File: config.mk
export PLATFORM = sky130hd
export DESIGN_NAME = eight_bit_ripple
export DESIGN_NICKNAME = d
export VERILOG_FILES = /design/src/rtl/eight_bit_ripple_pkg.sv /design/src/rtl/eight_bit_ripple_full_adder.sv /design/src/rtl/eight_bit_ripple.sv
export SDC_FILE = /design/constraint.sdc
export NUM_CORES = 1
export LEC_CHECK = 0
export CAP_MARGIN = 20
export CORE_MARGIN = 4
export CORE_UTILIZATION = 33
export DETAILED_ROUTE_END_ITERATION = 8
export HOLD_SLACK_MARGIN = 0.05
export PLACE_DENSITY = 0.8
export SYNTH_ARGS = -nofsm -noshare
export SYNTH_HDL_FRONTEND = slang
export SYNTH_SLANG_ARGS = --single-unit
File: constraint.sdc
create_clock -name clk -period 0.8 [get_ports clk]
set_input_delay 0.08 -clock clk [delete_from_list [all_inputs] [get_ports clk]]
set_output_delay 0.08 -clock clk [all_outputs]
set_load 0.005 [all_outputs]
File: src/rtl/eight_bit_ripple_pkg.sv
// Shared constants for the ripple-carry adder/subtractor slice.
// Default operand width and the op-select encoding.
package eight_bit_ripple_pkg;

  localparam int unsigned WIDTH_DEF = 8;

  localparam logic OP_ADD = 1'b0;
  localparam logic OP_SUB = 1'b1;

endpackage

File: src/rtl/eight_bit_ripple_full_adder.sv
// Single-bit full adder; one stage of the ripple chain.
module full_adder (
  input  logic a,
  input  logic b,
  input  logic cin,
  output logic s,
  output logic cout
);

  always_comb begin
    s    = a ^ b ^ cin;
    cout = (a & b) | (a & cin) | (b & cin);
  end

endmodule

File: src/rtl/eight_bit_ripple.sv
// Two's-complement ripple-carry adder/subtractor with registered sum and
// signed-overflow flag; one-cycle latency, new operation every cycle.
module eight_bit_ripple
  import eight_bit_ripple_pkg::*;
#(
  parameter int unsigned WIDTH = WIDTH_DEF
) (
  input  logic             clk,
  input  logic             rst_n,
  input  logic [WIDTH-1:0] a,
  input  logic [WIDTH-1:0] b,
  input  logic             op,
  output logic [WIDTH-1:0] sum,
  output logic             overflow
);

  logic             sub;
  logic [WIDTH-1:0] b_eff;
  logic [WIDTH-1:0] sum_next;
  logic [WIDTH:0]   c;
  logic             overflow_next;

  // Subtract is a + ~b + 1: invert b and inject the +1 as carry-in.
  always_comb begin
    sub   = (op == OP_SUB);
    b_eff = b ^ {WIDTH{sub}};
  end

  assign c[0] = sub;

  for (genvar i = 0; i < WIDTH; i++) begin : g_stage
    full_adder u_fa (
      .a    (a[i]),
      .b    (b_eff[i]),
      .cin  (c[i]),
      .s    (sum_next[i]),
      .cout (c[i+1])
    );
  end

  // Carry into MSB differs from carry out of MSB only on signed overflow.
  always_comb begin
    overflow_next = c[WIDTH] ^ c[WIDTH-1];
  end

  always_ff @(posedge clk or negedge rst_n) begin
    if (!rst_n) begin
      sum      <= '0;
      overflow <= 1'b0;
    end else begin
      sum      <= sum_next;
      overflow <= overflow_next;
    end
  end

endmodule

After elaboration in Yosys (flattened, before gate mapping)

Index checks and enable logic that the tools add are counted.
W data, S select, Z words.

Logic and storage cells: 60
Bits in registers: 9
Input bits: 19

Bitwise operators: 58

Operators with widths:

| cell          | number |
|---|---|
| $and A1 B1 Y1 | 24 |
| $xor A1 B1 Y1 | 17 |
| $or A1 B1 Y1  | 16 |
| $xor A8 B8 Y8 | 1 |

Logic depth before layout (Yosys ltp)

Depth after elaboration: 26
Gate-level depth with buffers: 11

Modules after synthesis

A second synthesis with hierarchy kept.

Cells, all modules: 27
Area, all modules: 475.5 µm²

Modules (own cells, without submodules):

| module           | cells each | instances | seq. area each (µm²) | area an instance (µm²) |
|---|---|---|---|---|
| eight_bit_ripple | 19         | 1         | 225.2                | 315.3 |
| full_adder       | 1          | 8         | 0.0                  | 20.0 |

Worst setup path after synthesis

OpenSTA, ideal clock, no wires.

Path type: input-to-reg
Start point: input port op
End point: register overflow
Stages on the path: 11
Arrival time: 2.906 ns
Slack: -2.233 ns
Path buffers: 1
Cell sequence: buf_6 > xor2_1 > fa_1 > fa_1 > inv_1 > fa_1 > fa_1 > fa_1 > fa_1 > fa_1 > xor2_1

Longest elaborated chain between the ends: 26
Elaborated cells on any way between the ends: 42
Those cells by class: bitwise (42)

Ends and longest elaborated chain:

| item                       | line                              | RTL |
|---|---|---|
| start: declaration         | eight_bit_ripple.sv:12            | `input logic op,` |
| $xor A8 B8 Y8              | eight_bit_ripple.sv:26            | `b_eff = b ^ {WIDTH{sub}};` |
| $and A1 B1 Y1              | eight_bit_ripple_full_adder.sv:12 | `cout = (a & b) \| (a & cin) \| (b & cin);` |
| $or A1 B1 Y1 (2 in series) | eight_bit_ripple_full_adder.sv:12 |  |
| $and A1 B1 Y1              | eight_bit_ripple_full_adder.sv:12 |  |
| $or A1 B1 Y1 (2 in series) | eight_bit_ripple_full_adder.sv:12 |  |
| $and A1 B1 Y1              | eight_bit_ripple_full_adder.sv:12 |  |
| $or A1 B1 Y1 (2 in series) | eight_bit_ripple_full_adder.sv:12 |  |
| $and A1 B1 Y1              | eight_bit_ripple_full_adder.sv:12 |  |
| [5 not listed]             | --                                |  |
| $and A1 B1 Y1              | eight_bit_ripple_full_adder.sv:12 |  |
| $or A1 B1 Y1 (2 in series) | eight_bit_ripple_full_adder.sv:12 |  |
| $and A1 B1 Y1              | eight_bit_ripple_full_adder.sv:12 |  |
| $or A1 B1 Y1 (2 in series) | eight_bit_ripple_full_adder.sv:12 |  |
| $and A1 B1 Y1              | eight_bit_ripple_full_adder.sv:12 |  |
| $or A1 B1 Y1 (2 in series) | eight_bit_ripple_full_adder.sv:12 |  |
| $xor A1 B1 Y1 (*)          | eight_bit_ripple.sv:43            | `overflow_next = c[WIDTH] ^ c[WIDTH-1];` |
| via overflow_next          | eight_bit_ripple.sv:21            | `logic overflow_next;` |
| end signal: assignment     | eight_bit_ripple.sv:52            | `overflow <= overflow_next;` |
| end: declaration           | eight_bit_ripple.sv:14            | `output logic overflow` |

The timed path passes the listed nets; every way through them passes the cells marked *.

Worst setup path in the final report

Start point: input port b[0]
End point: register sum[7]

Longest elaborated chain between the ends: 23
Elaborated cells on any way between the ends: 30
Those cells by class: bitwise (30)

Ends and longest elaborated chain:

| item                   | line                              | RTL |
|---|---|---|
| start: declaration     | eight_bit_ripple.sv:11            | `input logic [WIDTH-1:0] b,` |
| $xor A8 B8 Y8 (*)      | eight_bit_ripple.sv:26            |  |
| $and A1 B1 Y1          | eight_bit_ripple_full_adder.sv:12 |  |
| $or A1 B1 Y1           | eight_bit_ripple_full_adder.sv:12 |  |
| $or A1 B1 Y1 (*)       | eight_bit_ripple_full_adder.sv:12 |  |
| $and A1 B1 Y1          | eight_bit_ripple_full_adder.sv:12 |  |
| $or A1 B1 Y1           | eight_bit_ripple_full_adder.sv:12 |  |
| $or A1 B1 Y1 (*)       | eight_bit_ripple_full_adder.sv:12 |  |
| $and A1 B1 Y1          | eight_bit_ripple_full_adder.sv:12 |  |
| [8 not listed]         | --                                |  |
| $and A1 B1 Y1          | eight_bit_ripple_full_adder.sv:12 |  |
| $or A1 B1 Y1           | eight_bit_ripple_full_adder.sv:12 |  |
| $or A1 B1 Y1 (*)       | eight_bit_ripple_full_adder.sv:12 |  |
| $and A1 B1 Y1          | eight_bit_ripple_full_adder.sv:12 |  |
| $or A1 B1 Y1           | eight_bit_ripple_full_adder.sv:12 |  |
| $or A1 B1 Y1 (*)       | eight_bit_ripple_full_adder.sv:12 |  |
| $xor A1 B1 Y1 (*)      | eight_bit_ripple_full_adder.sv:11 | `s = a ^ b ^ cin;` |
| via g_stage[7].u_fa.s  | eight_bit_ripple_full_adder.sv:6  | `output logic s,` |
| end signal: assignment | eight_bit_ripple.sv:51            | `sum <= sum_next;` |
| end: declaration       | eight_bit_ripple.sv:13            | `output logic [WIDTH-1:0] sum,` |

Marks and branches as above.

==> impl_metrics.env <==
export IMPL_synth_seq_cells=9
export IMPL_first_global_vias=372
export IMPL_core_area_um2=1370
export IMPL_synth_cells=38
export IMPL_synth_area_top_cells="dfrtp_1, fa_1, xnor2_1, inv_1, xor2_1"
export IMPL_synth_nets=64
export IMPL_grt_busiest_layer="met2"
export IMPL_yosys_warnings=0
export IMPL_cts_root_buffer="clkbuf_4"
export IMPL_drv_slew=0
export IMPL_cp_required_ns=0.94
export IMPL_num_vias=356
export IMPL_placed_cell_area_um2=816
export IMPL_critPathKind="input port to register"
export IMPL_period_share_pct=339
export IMPL_fmax_ghz=0.368
export IMPL_leakage_uw=0.000401
export IMPL_ys_seq_area_share_pct=44.3
export IMPL_drtIter0Drc=0
export IMPL_ys_types=7
export IMPL_violations="setup timing"
export IMPL_io_buffers=27
export IMPL_clockBufferDepth=2
export IMPL_cp_arrival_ns=2.85
export IMPL_grt_ovfl_total=0
export IMPL_first_pass_iters=1
export IMPL_n_antenna_cell=0
export IMPL_synth_top_area_share_pct=44.3
export IMPL_ios=28
export IMPL_via_per_inst=4.05
export IMPL_grt_pass1_wl_um=1750
export IMPL_row_count=13
export IMPL_clk_pin_slew_ns=0.06
export IMPL_grtUsageMet2_pct=16.8
export IMPL_wl_um=1030
export IMPL_chipHeight_um=47.2
export IMPL_grt_use_met1_pct=15.8
export IMPL_yosys_area_top_type="dfrtp_1"
export IMPL_fin_ws_ns=-1.91
export IMPL_fin_area_um2=842
export IMPL_worst_path_most_repeated_cell="fa_2"
export IMPL_powerDensity_nw_per_um2=1720
export IMPL_antenna_left=0
export IMPL_die_w_um=47.2
export IMPL_clkSinkCount=9
export IMPL_slowest_delay_ns=0.53
export IMPL_synth_area_um2=508
export IMPL_start_util_pct=37.2
export IMPL_dpl_hpwl_um=846
export IMPL_drive_gt1_share_pct=43.8
export IMPL_endpoint_kind="register"
export IMPL_slowest_stage="fa_2"
export IMPL_total_power_uw=1450
export IMPL_rsz0062_at_grt="true"
export IMPL_cp_top_family="adder cells"
export IMPL_met3_usage_pct=3.83
export IMPL_status="finished with violations"
export IMPL_report_final_setup_viol=10
export IMPL_start_kind="input port"
export IMPL_worstPathCellList="buf_8, mux2_4, fa_2, fa_2, inv_2, fa_2, fa_2, fa_2, fa_2, fa_2, inv_1"
export IMPL_antenna_found_initial=0
export IMPL_timing_setup_tns_ns=-8.74
export IMPL_fp_dieArea_um2=2230
export IMPL_crit_path_max_fanout=2
export IMPL_vdd_drop_max_mv=0.901
export IMPL_htreeDepth=1
export IMPL_grt_start_max_net_pins=10
export IMPL_tightest_slew_ns=0.384
export IMPL_grtUsageTotal_pct=11.4
export IMPL_period_minus_slack_ns=2.71
export IMPL_place_gp_congestion=0.641
export IMPL_cp_num_buf_inv=3
export IMPL_drc_errors=0
export IMPL_cts_tree="yes"
export IMPL_max_cap_viol_count=0
export IMPL_final_cell_mix="clkdlybuf4s50_1, buf_2, dfrtp_1, inv_1, fa_2"
export IMPL_mostFrequentLayoutCell="clkdlybuf4s50_1"
export IMPL_syn_to_final_growth_pct=65.8
export IMPL_final_nets=100
export IMPL_numCtsBuffers=3
export IMPL_hold_viol_final=0
export IMPL_relSlewSlack_pct=74.3
export IMPL_avgSynthCellArea_um2=13.4
export IMPL_wl_per_cell_um=11.7
export IMPL_hold_path_class="input port to async pin"
## logic make-up (layout without fill, tap and decap cells)
logic type                 Yosys count  in the layout  synth area share [%]
xor gates and xnor gates             9              9                  15.5
adders and majority gates            7              7                  27.6
buffers and inverters               12             47                  10.3
DFF                                  9              9                  44.3
muxes                                1              1                  2.22
## power breakdown
group          switching [uW]  leakage, uW  internal [uW]
logic                     228     0.000281            302
clock network             136    0.0000150            191
registers                21.9     0.000105            574
total                     386     0.000401           1070
## synth_stat cells
library cell	number
inv_1	11
dfrtp_1	9
fa_1	7
xnor2_1	5
xor2_1	4
buf_6	1
mux2_2	1
## per-layer routing
| metal | share of wire (%) | vias to the layer above |
|---|---|---|
| li1 | - | 172 |
| met1 | 42 | 168 |
| met2 | 47 | 16 |
| met3 | 11 | 0 |
| met4 | 0 | 0 |
| met5 | 0 | - |
## what timing repair did
action                     4_1_cts  5_1_grt
hold buffers                     1        0
buffers inserted                 2        1
hold endpoints to repair         1        0
resized for setup               64        3
pin swaps                       10        8
setup endpoints to repair       17       17
## area by class of cell
type,count,area [um2]
Multi-Input combinational cell,17,259
Fill cell,115,524
Inverter,11,41.3
Tap cell,15,18.8
Timing Repair Buffer,32,272
Sequential cell,9,225
Clock buffer,4,26.3
## sequential cells by signal, summed over array words and instances, names as in the netlist
register / flops
sum: 8
overflow: 1
## metrics by stage
| stage | hold WS, ns | setup WS (ns) | utilization, % | cells |
|---|---|---|---|---|
| detailed placement | 0.395 | -2.65 | 59.7 | 80 |
| CTS | 0.0781 | -2.04 | 60.3 | 87 |
| floorplan | -0.216 | -2.07 | - | 38 |
| finish | 0.116 | -1.91 | 61.6 | 88 |
| global placement | 0.383 | -2.62 | 59.7 | 80 |
| global route | 0.140 | -1.98 | 61.6 | 88 |
## worst paths after layout
kind | from | endpoint | cells past startpoint
worst max-delay path | b[0] | sum[7] | 11
worst min-delay path | rst_n | sum[0] | 1
max in group asynchronous | rst_n | sum[5] | 1
min in group clk | b[0] | sum[0] | 4
Power figures use the tool's default switching activity.
